==> config.mk <==
export PLATFORM = sky130hd
export DESIGN_NAME = axi_stream_wr_dma_flat
export DESIGN_NICKNAME = d
export VERILOG_FILES = /design/src/rtl/axi_stream_wr_dma_pkg.sv /design/src/rtl/axi_stream_wr_dma_if.sv /design/src/rtl/axi_burst_len_calc.sv /design/src/rtl/axi_stream_wr_dma.sv /design/src/flat_wrapper.sv
export SDC_FILE = /design/constraint.sdc
export NUM_CORES = 1
export LEC_CHECK = 0
export ABC_AREA = 1
export CORE_AREA = 2 2 245 247
export CTS_BUF_LIST = sky130_fd_sc_hd__clkbuf_2
export DETAILED_ROUTE_END_ITERATION = 12
export DIE_AREA = 0 0 247 249
export HOLD_SLACK_MARGIN = 0.06
export MAX_ROUTING_LAYER = met4
export SYNTH_ARGS = -nofsm -noshare
export SYNTH_HDL_FRONTEND = slang
export SYNTH_HIERARCHICAL = 1
export SYNTH_SLANG_ARGS = --single-unit
==> constraint.sdc <==
create_clock -name clk -period 2.8 [get_ports clk]
set_input_delay 0.28 -clock clk [delete_from_list [all_inputs] [get_ports clk]]
set_output_delay 0.28 -clock clk [all_outputs]
set_load 0.05 [all_outputs]
==> src/rtl/axi_stream_wr_dma_pkg.sv <==
// Shared AXI definitions for the stream-to-AXI write DMA.
// Holds the AXI burst/response encodings, the 4 KB page constant, the DMA
// state type and a small unsigned-min helper used by the burst calculator.
package axi_stream_wr_dma_pkg;

  localparam logic [1:0] AXI_BURST_INCR = 2'b01;
  localparam logic [1:0] AXI_RESP_OKAY  = 2'b00;
  // Bufferable + modifiable normal memory.
  localparam logic [3:0] AXI_CACHE_WR   = 4'b0011;
  localparam logic [2:0] AXI_PROT_WR    = 3'b000;
  // AXI bursts must never cross a 4 KB page.
  localparam int unsigned AXI_4K_BOUNDARY = 4096;

  typedef enum logic [1:0] {
    S_IDLE,
    S_ADDR,
    S_DATA,
    S_RESP
  } dma_state_t;

  function automatic logic [31:0] umin(input logic [31:0] a, input logic [31:0] b);
    return (a < b) ? a : b;
  endfunction

endpackage

==> src/rtl/axi_stream_wr_dma_if.sv <==
// AXI4 write-channel bundle (AW, W, B) between the DMA and a memory slave.
// Ports: master modport is the DMA side (drives aw*/w*/bready),
//        slave modport is the memory side (drives awready/wready/b*).
interface axi_stream_wr_dma_if #(
  parameter int DATA_WIDTH = 256,
  parameter int ADDR_WIDTH = 13,
  parameter int ID_WIDTH   = 4,
  parameter int STRB_WIDTH = DATA_WIDTH / 8
);
  logic [ID_WIDTH-1:0]   awid;
  logic [ADDR_WIDTH-1:0] awaddr;
  logic [7:0]            awlen;
  logic [2:0]            awsize;
  logic [1:0]            awburst;
  logic                  awlock;
  logic [3:0]            awcache;
  logic [2:0]            awprot;
  logic                  awvalid;
  logic                  awready;

  logic [DATA_WIDTH-1:0] wdata;
  logic [STRB_WIDTH-1:0] wstrb;
  logic                  wlast;
  logic                  wvalid;
  logic                  wready;

  logic [ID_WIDTH-1:0]   bid;
  logic [1:0]            bresp;
  logic                  bvalid;
  logic                  bready;

  modport master (
    output awid, awaddr, awlen, awsize, awburst, awlock, awcache, awprot, awvalid,
    input  awready,
    output wdata, wstrb, wlast, wvalid,
    input  wready,
    input  bid, bresp, bvalid,
    output bready
  );

  modport slave (
    input  awid, awaddr, awlen, awsize, awburst, awlock, awcache, awprot, awvalid,
    output awready,
    input  wdata, wstrb, wlast, wvalid,
    output wready,
    output bid, bresp, bvalid,
    input  bready
  );

endinterface

==> src/rtl/axi_burst_len_calc.sv <==
// Combinational burst sizing: beats = min(remaining, MAX_BURST_LEN,
// beats left before the next 4 KB page boundary).
// Ports: addr (beat-aligned byte address), remaining (beats still to send),
//        beats (1..256 when remaining != 0).
module axi_burst_len_calc
  import axi_stream_wr_dma_pkg::*;
#(
  parameter int ADDR_WIDTH    = 13,
  parameter int LEN_WIDTH     = 16,
  parameter int STRB_WIDTH    = 32,
  parameter int MAX_BURST_LEN = 16
) (
  input  logic [ADDR_WIDTH-1:0] addr,
  input  logic [LEN_WIDTH-1:0]  remaining,
  output logic [8:0]            beats
);
  localparam int unsigned SIZE_LOG2 = $clog2(STRB_WIDTH);

  logic [31:0] page_off;
  logic [31:0] to_boundary;
  logic [31:0] limit;

  always_comb begin
    page_off    = 32'(addr) & 32'(AXI_4K_BOUNDARY - 1);
    // Address is beat aligned, so the shift is exact.
    to_boundary = (32'(AXI_4K_BOUNDARY) - page_off) >> SIZE_LOG2;
    limit       = umin(32'(remaining), 32'(MAX_BURST_LEN));
    limit       = umin(limit, to_boundary);
    beats       = 9'(limit);
  end

endmodule

==> src/rtl/axi_stream_wr_dma.sv <==
// Stream-to-AXI write DMA. Accepts a (start address, beat count) command,
// splits it into INCR bursts that respect MAX_BURST_LEN and 4 KB pages,
// forwards the input stream onto the W channel and collects B responses.
// One burst outstanding at a time.
// Ports: clk/rst (sync, active high); cmd_valid/cmd_ready/cmd_addr/cmd_len
//        command handshake; s_axis_tdata/tvalid/tready input stream;
//        m_axi AXI write master; done (1-cycle pulse), error (sticky bad
//        bresp, cleared by next command), busy (not idle).
module axi_stream_wr_dma
  import axi_stream_wr_dma_pkg::*;
#(
  parameter int DATA_WIDTH    = 256,
  parameter int ADDR_WIDTH    = 13,
  parameter int STRB_WIDTH    = DATA_WIDTH / 8,
  parameter int ID_WIDTH      = 4,
  parameter int MAX_BURST_LEN = 16,
  parameter int LEN_WIDTH     = 16
) (
  input  logic                  clk,
  input  logic                  rst,
  input  logic                  cmd_valid,
  output logic                  cmd_ready,
  input  logic [ADDR_WIDTH-1:0] cmd_addr,
  input  logic [LEN_WIDTH-1:0]  cmd_len,
  input  logic [DATA_WIDTH-1:0] s_axis_tdata,
  input  logic                  s_axis_tvalid,
  output logic                  s_axis_tready,
  axi_stream_wr_dma_if.master   m_axi,
  output logic                  done,
  output logic                  error,
  output logic                  busy
);
  localparam int unsigned SIZE_LOG2 = $clog2(STRB_WIDTH);

  dma_state_t            state;
  logic [ADDR_WIDTH-1:0] addr_q;
  logic [LEN_WIDTH-1:0]  remaining_q;
  logic [8:0]            beats_q;
  logic [7:0]            beat_cnt;
  logic [8:0]            burst_beats;
  logic [ADDR_WIDTH-1:0] aligned_addr;
  logic                  w_fire;

  assign aligned_addr = cmd_addr & ~ADDR_WIDTH'(STRB_WIDTH - 1);

  axi_burst_len_calc #(
    .ADDR_WIDTH    (ADDR_WIDTH),
    .LEN_WIDTH     (LEN_WIDTH),
    .STRB_WIDTH    (STRB_WIDTH),
    .MAX_BURST_LEN (MAX_BURST_LEN)
  ) u_burst_len_calc (
    .addr      (addr_q),
    .remaining (remaining_q),
    .beats     (burst_beats)
  );

  // Fixed AW attributes.
  assign m_axi.awid    = '0;
  assign m_axi.awsize  = 3'(SIZE_LOG2);
  assign m_axi.awburst = AXI_BURST_INCR;
  assign m_axi.awlock  = 1'b0;
  assign m_axi.awcache = AXI_CACHE_WR;
  assign m_axi.awprot  = AXI_PROT_WR;

  // W channel is a direct pass-through of the stream while in DATA.
  assign m_axi.wdata   = s_axis_tdata;
  assign m_axi.wstrb   = '1;
  assign m_axi.wvalid  = (state == S_DATA) && s_axis_tvalid;
  assign s_axis_tready = (state == S_DATA) && m_axi.wready;
  assign m_axi.wlast   = (state == S_DATA) && (beat_cnt == m_axi.awlen);
  assign w_fire        = m_axi.wvalid && m_axi.wready;

  always_ff @(posedge clk) begin
    if (rst) begin
      state         <= S_IDLE;
      cmd_ready     <= 1'b1;
      busy          <= 1'b0;
      done          <= 1'b0;
      error         <= 1'b0;
      m_axi.awvalid <= 1'b0;
      m_axi.awaddr  <= '0;
      m_axi.awlen   <= '0;
      m_axi.bready  <= 1'b0;
      addr_q        <= '0;
      remaining_q   <= '0;
      beats_q       <= '0;
      beat_cnt      <= '0;
    end else begin
      done <= 1'b0;
      unique case (state)
        S_IDLE: begin
          if (cmd_valid && cmd_ready) begin
            error       <= 1'b0;
            addr_q      <= aligned_addr;
            remaining_q <= cmd_len;
            if (cmd_len == '0) begin
              done <= 1'b1;
            end else begin
              state     <= S_ADDR;
              cmd_ready <= 1'b0;
              busy      <= 1'b1;
            end
          end
        end
        S_ADDR: begin
          // First ADDR cycle registers the burst, then holds it until awready.
          if (!m_axi.awvalid) begin
            m_axi.awaddr  <= addr_q;
            m_axi.awlen   <= 8'(burst_beats - 9'd1);
            beats_q       <= burst_beats;
            m_axi.awvalid <= 1'b1;
          end else if (m_axi.awready) begin
            m_axi.awvalid <= 1'b0;
            beat_cnt      <= '0;
            state         <= S_DATA;
          end
        end
        S_DATA: begin
          if (w_fire) begin
            beat_cnt <= beat_cnt + 8'd1;
            if (m_axi.wlast) begin
              state        <= S_RESP;
              m_axi.bready <= 1'b1;
            end
          end
        end
        S_RESP: begin
          if (m_axi.bvalid) begin
            m_axi.bready <= 1'b0;
            if (m_axi.bresp != AXI_RESP_OKAY) error <= 1'b1;
            addr_q      <= addr_q + ADDR_WIDTH'(32'(beats_q) << SIZE_LOG2);
            remaining_q <= remaining_q - LEN_WIDTH'(beats_q);
            if (remaining_q == LEN_WIDTH'(beats_q)) begin
              state     <= S_IDLE;
              done      <= 1'b1;
              busy      <= 1'b0;
              cmd_ready <= 1'b1;
            end else begin
              state <= S_ADDR;
            end
          end
        end
        default: state <= S_IDLE;
      endcase
    end
  end

endmodule

==> src/flat_wrapper.sv <==
// flat-port wrapper written by rule: the top's interface ports become plain ports
module axi_stream_wr_dma_flat import axi_stream_wr_dma_pkg::*;
#(
  parameter int DATA_WIDTH    = 256,
  parameter int ADDR_WIDTH    = 13,
  parameter int STRB_WIDTH    = DATA_WIDTH / 8,
  parameter int ID_WIDTH      = 4,
  parameter int MAX_BURST_LEN = 16,
  parameter int LEN_WIDTH     = 16
)
  (clk, rst, cmd_valid, cmd_ready, cmd_addr, cmd_len, s_axis_tdata, s_axis_tvalid, s_axis_tready, done, error, busy, m_axi_awid, m_axi_awaddr, m_axi_awlen, m_axi_awsize, m_axi_awburst, m_axi_awlock, m_axi_awcache, m_axi_awprot, m_axi_awvalid, m_axi_awready, m_axi_wdata, m_axi_wstrb, m_axi_wlast, m_axi_wvalid, m_axi_wready, m_axi_bid, m_axi_bresp, m_axi_bvalid, m_axi_bready);
  axi_stream_wr_dma_if #(.DATA_WIDTH(DATA_WIDTH), .ADDR_WIDTH(ADDR_WIDTH), .ID_WIDTH(ID_WIDTH), .STRB_WIDTH(STRB_WIDTH)) m_axi_i ();
  input  logic clk;
  input  logic rst;
  input  logic cmd_valid;
  output logic cmd_ready;
  input  logic [ADDR_WIDTH-1:0] cmd_addr;
  input  logic [LEN_WIDTH-1:0] cmd_len;
  input  logic [DATA_WIDTH-1:0] s_axis_tdata;
  input  logic s_axis_tvalid;
  output logic s_axis_tready;
  output logic done;
  output logic error;
  output logic busy;
  output wire logic [$bits(m_axi_i.awid)-1:0] m_axi_awid;
  output wire logic [$bits(m_axi_i.awaddr)-1:0] m_axi_awaddr;
  output wire logic [$bits(m_axi_i.awlen)-1:0] m_axi_awlen;
  output wire logic [$bits(m_axi_i.awsize)-1:0] m_axi_awsize;
  output wire logic [$bits(m_axi_i.awburst)-1:0] m_axi_awburst;
  output wire logic [$bits(m_axi_i.awlock)-1:0] m_axi_awlock;
  output wire logic [$bits(m_axi_i.awcache)-1:0] m_axi_awcache;
  output wire logic [$bits(m_axi_i.awprot)-1:0] m_axi_awprot;
  output wire logic [$bits(m_axi_i.awvalid)-1:0] m_axi_awvalid;
  input wire logic [$bits(m_axi_i.awready)-1:0] m_axi_awready;
  output wire logic [$bits(m_axi_i.wdata)-1:0] m_axi_wdata;
  output wire logic [$bits(m_axi_i.wstrb)-1:0] m_axi_wstrb;
  output wire logic [$bits(m_axi_i.wlast)-1:0] m_axi_wlast;
  output wire logic [$bits(m_axi_i.wvalid)-1:0] m_axi_wvalid;
  input wire logic [$bits(m_axi_i.wready)-1:0] m_axi_wready;
  input wire logic [$bits(m_axi_i.bid)-1:0] m_axi_bid;
  input wire logic [$bits(m_axi_i.bresp)-1:0] m_axi_bresp;
  input wire logic [$bits(m_axi_i.bvalid)-1:0] m_axi_bvalid;
  output wire logic [$bits(m_axi_i.bready)-1:0] m_axi_bready;
  assign m_axi_awid = m_axi_i.awid;
  assign m_axi_awaddr = m_axi_i.awaddr;
  assign m_axi_awlen = m_axi_i.awlen;
  assign m_axi_awsize = m_axi_i.awsize;
  assign m_axi_awburst = m_axi_i.awburst;
  assign m_axi_awlock = m_axi_i.awlock;
  assign m_axi_awcache = m_axi_i.awcache;
  assign m_axi_awprot = m_axi_i.awprot;
  assign m_axi_awvalid = m_axi_i.awvalid;
  assign m_axi_i.awready = m_axi_awready;
  assign m_axi_wdata = m_axi_i.wdata;
  assign m_axi_wstrb = m_axi_i.wstrb;
  assign m_axi_wlast = m_axi_i.wlast;
  assign m_axi_wvalid = m_axi_i.wvalid;
  assign m_axi_i.wready = m_axi_wready;
  assign m_axi_i.bid = m_axi_bid;
  assign m_axi_i.bresp = m_axi_bresp;
  assign m_axi_i.bvalid = m_axi_bvalid;
  assign m_axi_bready = m_axi_i.bready;
  axi_stream_wr_dma #(.DATA_WIDTH(DATA_WIDTH), .ADDR_WIDTH(ADDR_WIDTH), .STRB_WIDTH(STRB_WIDTH), .ID_WIDTH(ID_WIDTH), .MAX_BURST_LEN(MAX_BURST_LEN), .LEN_WIDTH(LEN_WIDTH)) u_core (.clk(clk), .rst(rst), .cmd_valid(cmd_valid), .cmd_ready(cmd_ready), .cmd_addr(cmd_addr), .cmd_len(cmd_len), .s_axis_tdata(s_axis_tdata), .s_axis_tvalid(s_axis_tvalid), .s_axis_tready(s_axis_tready), .m_axi(m_axi_i), .done(done), .error(error), .busy(busy));
endmodule
==> run_results.csv, run 1 <==
group,metric,value,unit
floorplan,dieArea,61500,um^2
timing,fmax,339,MHz
grt,grt_pass1_wl,32500,um
status,outcome,"finished with violations",
place,portBuffers,57,
worst_setup_path,startpoint,"u_core/addr_q[5]",
synth,netlist_area,6980,um^2
pwr,swShare,54.1,%
timing,hold_violations,0,
finish,fin_nets,1213,
synth,yosysTopAreaCell,"buf_4",
route,drtPass1Iterations,4,
clock_network,cts_tree,"done",
pwr,p_sw,3.76,mW
timing,finalCriticalPeriod,2.95,ns
place,place.gp.congestion,0.818,
pwr,p_leak,2.96,nW
floorplan,core-area,58700,um^2
grt,grt_max_degree,35,
route,wl_per_cell,14.0,um
worst_setup_path,r2r_slack,-0.15,ns
synth,synth-seq-area-share,18.6,%
pwr,combPwrFrac,70.9,%
route,drcViolationCount,0,
finish,utilization,12.0,%
timing,setup_viol,4,
worst_setup_path,reg2reg_depth,21,
grt,antenna_found_initial,5,
worst_setup_path,timing.rr.end,"u_core/m_axi.awlen[4]",
worst_setup_path,end_kind,"register",
clock_network,ctsHoldBuffers,0,
pwr,p_clk_share,8.3,%
clock_network,clockRootBuffer,"clkbuf_2",
synth,ys_ff_latch,65,
pwr,power,6.94,mW
floorplan,dieWidth,247,um
floorplan,rows,89,
worst_setup_path,cpPeakStageDelay,0.36,ns
grt,grt_pass1_vias,5007,
pwr,powerDensity,989,nW/um^2
pwr,p_seq_share,20.8,%
finish,postLayoutCellArea,7020,um^2
synth,synth.top_cell.area_share,33.8,%
place,place_area,6730,um^2
worst_setup_path,crit_top_cell,"nand2_1",
synth,synth_ff_type,"dfxtp_1",
finish,final_layout_size_suffix_gt1_share,16.0,%
worst_setup_path,reg2reg_from,"u_core/addr_q[5]",
place,dp_slack,-0.236,ns
route,drt-initial-drc-count,242,
finish,mostFrequentLayoutCell,"nand2_1",
route,routed_wirelength,23200,um
timing,worst_pin_slew,0.699,ns
clock_network,clk_pin_slew,0.21,ns
timing,final.setup_skew,0.0423,ns
floorplan,io_pins,633,
worst_setup_path,startpoint_type,"register",
clock_network,h-tree-depth,3,
timing,finalMaxSlewViolations,0,
synth,synth_cell_types,47,
pwr,internal_power,3.18,mW
grt,grt_overflow,0,
timing,relSlewSlack,53.2,%
synth,syn_inst,1021,
worst_setup_path,arrival,3.43,ns
worst_setup_path,critPathKind,"register to register",
synth,avgSynthCellArea,6.84,um^2
clock_network,cts_made_buffers,9,
route,antenna_left,0,
job,maxCapViolCount,0,
synth,synthArstFlopShare,0,%
synth,yosys-top-cells-area,"buf_4 (34%), dfxtp_1 (19%), nand2_1 (9.0%)",
worst_setup_path,worst_ep_required_time,3.28,ns
status,violations,"negative setup slack",
grt,grtUsageTotal,7.45,%
synth,synth_edf_count,0,
worst_setup_path,cp_max_fo,4,
hold_path,hold_path.class,"input port to register",
worst_setup_path,cp_cell_sequence,"nor2_2 > nand3_2 > nor2_4 > nand2_4 > o21ai_0 > nand2_2 > ha_4 > a21oi_2 > o21ai_2 > a21oi_2 > nand2_2 > nand2_1 > nand2_1 > inv_2 > ha_4 > nand2_4 > nor2_4 > nor3_2 > a221o_1 > nand2_1 > inv_1",
finish,final_cell_mix,"nand2_1 (160), nor2_1 (92), inv_1 (74)",
timing,rsz0062_at_grt,"true",
synth,ys.warnings.count,6,
clock_network,insertion_delay,0.58,ns
floorplan,start_util,11.9,%
pwr,ir_worst_vdd,0.000378,V
worst_setup_path,cpMaxStageDelayCell,"dfxtp_2",
place,hpwl,18800,um
clock_network,clk_path_buf_depth,2,
finish,area_delta_synth_final,0.520,%
timing,fin_ws,-0.150,ns
clock_network,clock-sinks,65,
timing,fin_crit_sh,105,%
worst_setup_path,crit_path_end,"u_core/m_axi.awlen[4]",
route,viasPerCell,3.23,
route,vias,5370,
floorplan,dieHeight,249,um
[worst max-delay path, delay by kind of cell, from the launching register on]
family	cells	cell delay [ns]
AND/OR/NAND/NOR	12	1.03
buffers and inverters	2	0.13
adder cells (fa/ha/maj)	2	0.38
AO/OA/AOI/OAI	5	0.95
flip-flops	1	0.36
[cell families (layout without fill, tap and decap cells)]
kind of cell | Yosys count | after routing | synth area share (%)
compound gates | 126 | 126 | 10.1
other cells | 3 | 71 | 0.161
xor+xnor | 18 | 18 | 2.26
buf+inv | 416 | 218 | 39.7
flops | 65 | 65 | 18.6
fa+ha+maj | 31 | 31 | 5.77
simple gates | 362 | 362 | 23.3
[stage by stage]
stage	TNS, ns	instances	hold slack (ns)
after floorplan	0	1086	0.433
after global placement	-0.542	1638	0.455
after detailed placement	-0.746	1638	0.464
after CTS	-0.131	1658	0.329
after global routing	-1.83	1664	0.333
final	-0.386	1664	0.352
[power groups by stage]
stage | sequential, mW | clock [mW] | combinational [mW]
2_1_floorplan | 1.76 | 0 | 4.08
3_3_place_gp | 1.47 | 0 | 4.71
3_5_place_dp | 1.47 | 0 | 4.74
4_1_cts | 1.45 | 0.598 | 4.88
5_1_grt | 1.49 | 0.643 | 5.49
6_report | 1.44 | 0.575 | 4.92
[area by class of cell]
| type | count | area (um^2) |
|---|---|---|
| Antenna cell | 3 | 7.51 |
| Clock buffer | 11 | 55.1 |
| Clock inverter | 4 | 45.0 |
| Fill cell | 6844 | 51700 |
| Inverter | 84 | 318 |
| Multi-Input combinational cell | 605 | 3270 |
| Sequential cell | 65 | 1300 |
| Tap cell | 773 | 967 |
| Timing Repair Buffer | 119 | 1050 |
[metal layers]
metal / track usage, % / vias to the layer above / wire length [um]
met3: 3.77 / 134 / 2780
met5: - / - / 0
met2: 10.5 / 307 / 9830
li1: - / 2582 / -
met1: 8.00 / 2347 / 9040
met4: 5.32 / 0 / 1600
[cells in the mapped netlist, types with 9 or more instances]
library cell,number
nand2_1,167
dfxtp_1,65
a211oi_1,9
nor3_1,9
clkbuf_1,9
buf_4,314
o21ai_0,38
nor2_1,98
nand3_1,44
inv_1,78
ha_1,29
a21oi_1,61
xnor2_1,11
[flip-flops by register name, indices dropped and copies added (netlist names), 2 cells and up]
name,count
u_core/addr_q,8
u_core/beats_q,9
u_core/m_axi.awlen,8
u_core/state,2
u_core/beat_cnt,8
u_core/m_axi.awaddr,8
u_core/remaining_q,16
[worst min-delay path by stage]
stage / start / to / slack [ns] / cells past startpoint
2_1_floorplan: u_core/beats_q[8] / u_core/beats_q[8] / 0.43 / 2
3_3_place_gp: u_core/busy / u_core/busy / 0.46 / 2
3_5_place_dp: u_core/busy / u_core/busy / 0.46 / 2
4_1_cts: m_axi_bresp[0] / u_core/error / 0.33 / 3
5_1_grt: m_axi_bresp[0] / u_core/error / 0.33 / 3
6_report: m_axi_bresp[1] / u_core/error / 0.35 / 3
[timing repair]
action,CTS,global route
buffers inserted,5,3
resized for setup,22,11
gates cloned,0,0
pin swaps,17,17
endpoints found under the setup margin,6,11
No activity file was read; power rests on OpenSTA's default activity.
==> inputs of run 2 (changes only) <==
--- a/config.mk
+++ b/config.mk
@@ -5,11 +5,11 @@
 export SDC_FILE = /design/constraint.sdc
 export NUM_CORES = 1
 export LEC_CHECK = 0
-export ABC_AREA = 1
-export CORE_AREA = 2 2 245 247
+export CORE_AREA = 3 3 243 245
 export CTS_BUF_LIST = sky130_fd_sc_hd__clkbuf_2
 export DETAILED_ROUTE_END_ITERATION = 12
-export DIE_AREA = 0 0 247 249
+export DIE_AREA = 0 0 246 248
+export GPL_ROUTABILITY_DRIVEN = 0
 export HOLD_SLACK_MARGIN = 0.06
 export MAX_ROUTING_LAYER = met4
 export SYNTH_ARGS = -nofsm -noshare
==> run 2 against run 1 <==
  * The flow still finishes with violations (negative setup slack)
  * Area after synthesis shrank 2.4%
  * Sequential share of layout area increased by 0.18 points
  * Clock skew decreased by 0.0034 ns
  * Register-to-register slack got worse by 0.18 ns
  * Power fell by 5.3%
  * Die area down 0.80%
  * Flip-flop and latch count did not move
  * Largest power group unchanged
==> run_results.csv, run 2 <==
group,metric,value,unit
finish,fill_cells,6542,
synth,ys_ff_latch,65,
finish,final_cell_mix,"nand2_1 (68), conb_1 (66), dfxtp_1 (64)",
floorplan,dieHeight,248,um
status,outcome,"finished with violations",
worst_setup_path,cp_cell_sequence,"nor4_4 > nand2b_4 > nor4_4 > xor2_1 > ha_1 > nand3_4 > nor2_4 > a31oi_4 > nand3_4 > mux2i_4 > nor3_2 > nand2_1 > buf_4 > xor2_1 > a211oi_1",
place,hpwl,20100,um
pwr,p_seq_share,21.8,%
worst_setup_path,timing.rr.end,"u_core/m_axi.awlen[5]",
timing,worst_pin_slew,0.807,ns
hold_path,hp-start,"rst",
finish,final_layout_size_suffix_gt1_share,18.4,%
clock_network,clock-sinks,65,
grt,grt_pass1_vias,5015,
pwr,powerDensity,945,nW/um^2
synth,synth.top_cell.area_share,34.3,%
synth,syn_inst,875,
pwr,combPwrFrac,70.9,%
grt,grt_use_met2,11.9,%
grt,grt_pass1_wl,34100,um
synth,yosysTopAreaCell,"buf_4",
worst_setup_path,cp_max_fo,5,
job,maxCapViolCount,0,
grt,grtUsageTotal,7.90,%
floorplan,core-area,57400,um^2
route,wl_per_cell,16.3,um
floorplan,io_pins,633,
route,vias,5150,
timing,setup_viol,8,
worst_setup_path,startpoint_type,"register",
worst_setup_path,arrival,3.61,ns
synth,avgSynthCellArea,7.78,um^2
finish,largest_register_ffs,16,
finish,postLayoutCellArea,6960,um^2
synth,synth_ff_type,"dfxtp_1",
hold_path,holdPathEnd,"u_core/state[1]",
worst_setup_path,cpMaxStageDelayCell,"dfxtp_4",
finish,fin_nets,1065,
floorplan,dieArea,61000,um^2
worst_setup_path,crit_family,"simple AND/OR/NAND/NOR gates",
worst_setup_path,reg2reg_depth,15,
floorplan,start_util,11.9,%
grt,met1_usage,8.19,%
grt,grt.busiest_layer,"met2",
pwr,p_leak,2.61,nW
synth,synthTopCellsByCount,"buf_4 (311), nand2_1 (70), dfxtp_1 (65), nor2_1 (58), a21oi_1 (45)",
route,antenna_left,0,
synth,yosysMostFrequentCell,"buf_4",
finish,regMostFlops,"u_core/remaining_q",
route,drtPass1Iterations,5,
timing,fmax,320,MHz
finish,top_regs,"u_core/remaining_q (16), u_core/beats_q (9)",
timing,hold_violations,0,
worst_setup_path,r2r_slack,-0.33,ns
worst_setup_path,worst_ep_required_time,3.28,ns
timing,finalMaxSlewViolations,0,
timing,holdWs,0.140,ns
floorplan,dieWidth,246,um
hold_path,hold_depth,2,
clock_network,clk_path_buf_depth,2,
worst_setup_path,worst-path-buf-inv,1,
synth,synth-seq-area-share,19.1,%
route,drcViolationCount,0,
grt,use_met3,4.00,%
clock_network,h-tree-depth,3,
route,routed_wirelength,24500,um
timing,fin_crit_sh,112,%
pwr,swShare,50.5,%
worst_setup_path,cpPeakStageDelay,0.39,ns
route,drt-initial-drc-count,373,
grt,grt_max_degree,40,
place,place_area,6590,um^2
worst_setup_path,startpoint,"u_core/addr_q[7]",
route,viasPerCell,3.42,
worst_setup_path,end_kind,"register",
worst_setup_path,reg2reg_from,"u_core/addr_q[7]",
timing,finalCriticalPeriod,3.13,ns
synth,synth_edf_count,0,
finish,area_delta_synth_final,2.22,%
timing,relSlewSlack,46.2,%
grt,antenna_found_initial,1,
synth,yosys-top-cells-area,"buf_4 (34%), dfxtp_1 (19%), ha_1 (5.3%)",
grt,grt_overflow,0,
floorplan,rows,88,
clock_network,clockRootBuffer,"clkbuf_2",
pwr,internal_power,3.25,mW
pwr,p_sw,3.32,mW
pwr,power,6.58,mW
synth,synth_cell_types,64,
timing,rsz0062_at_grt,"true",
finish,mostFrequentLayoutCell,"nand2_1",
timing,final.setup_skew,0.0389,ns
clock_network,cts_tree,"done",
clock_network,insertion_delay,0.57,ns
synth,netlist_area,6810,um^2
pwr,ir_worst_vdd,0.000260,V
clock_network,clk_pin_slew,0.21,ns
clock_network,ctsHoldBuffers,0,
status,violations,"negative setup slack",
synth,synthArstFlopShare,0,%
clock_network,cts_made_buffers,9,
pwr,p_clk_share,7.2,%
worst_setup_path,critPathKind,"register to register",
finish,utilization,12.1,%
synth,ys.warnings.count,6,
timing,fin_ws,-0.327,ns
hold_path,hold_path.class,"input port to register",
place,portBuffers,57,
## run 2: cell count changes after synthesis, moves of 9 or more
cell	previous run	this run
a21oi_1	61	45
nand3_1	44	13
mux2i_1	0	17
a211oi_1	9	21
nor3_1	9	18
xor2_1	7	23
nor4_1	2	13
nor2_1	98	58
nand2_1	167	70
inv_1	78	27
clkbuf_1	9	21
o21ai_0	38	12
## run 2: per-stage QoR
stage / cells / setup TNS, ns / worst slack [ns]
after detailed placement: 1478 / -2.40 / -0.372
after global routing: 1506 / -3.64 / -0.539
after global placement: 1478 / -1.01 / -0.222
final: 1506 / -1.57 / -0.327
after floorplan: 938 / -0.796 / -0.198
after CTS: 1502 / -1.68 / -0.332
## run 2: kinds of logic after synthesis
logic type | Yosys count | share of synthesized area [%]
DFF | 65 | 19.1
adders and majority gates | 31 | 5.92
buffers and inverters | 366 | 38.2
muxes | 17 | 2.50
xor gates and xnor gates | 35 | 4.50
AOI/OAI and AO/OA | 132 | 13.0
other | 3 | 0.165
and+or+nand+nor | 226 | 16.6
## run 2: power by group through the flow
| stage | clock network (mW) | logic, mW | registers (mW) |
|---|---|---|---|
| final | 0.476 | 4.66 | 1.44 |
| after global routing | 0.537 | 5.08 | 1.48 |
| after CTS | 0.507 | 4.51 | 1.44 |
| after detailed placement | 0 | 4.34 | 1.45 |
| after global placement | 0 | 4.30 | 1.44 |
| after floorplan | 0 | 3.74 | 1.71 |
## run 2: how the worst max path moves through the flow
stage,end,cells after the start
5_1_grt,u_core/m_axi.awlen[7],15
2_1_floorplan,u_core/m_axi.awlen[6],16
3_5_place_dp,u_core/m_axi.awlen[6],16
3_3_place_gp,u_core/m_axi.awlen[6],16
4_1_cts,u_core/m_axi.awlen[7],15
6_report,u_core/m_axi.awlen[5],15
## run 2: final cells by class
type                       count  area (um^2)  area share, %
multi-input combinational    507         3390           48.7
sequential                    65         1310           18.7
timing repair buffer         125         1120           16.1
tap                          765          957           13.7
inverter                      28          105           1.51
clock buffer                  11         55.1          0.791
clock inverter                 4         21.3          0.306
antenna                        1         2.50         0.0359
## run 2: metal layers
metal	part of all wire, %	up-vias
met5	0	-
met4	5.6	0
met3	13	135
met2	45	402
met1	37	2318
li1	-	2295
## run 2: what timing repair did
| item | 4_1_cts | 5_1_grt |
|---|---|---|
| gates resized for setup | 18 | 21 |
| setup endpoints to repair | 13 | 17 |
| pin swaps | 12 | 2 |
| buffers inserted | 9 | 3 |
| endpoints found under the hold margin | 0 | 0 |
==> inputs of run 3 (changes only) <==
--- a/config.mk
+++ b/config.mk
@@ -5,6 +5,7 @@
 export SDC_FILE = /design/constraint.sdc
 export NUM_CORES = 1
 export LEC_CHECK = 0
+export CAP_MARGIN = 30
 export CORE_AREA = 3 3 243 245
 export CTS_BUF_LIST = sky130_fd_sc_hd__clkbuf_2
 export DETAILED_ROUTE_END_ITERATION = 12
==> results of run 3 <==
No change in the layout: final DEF, timing and power equal those of run 2.
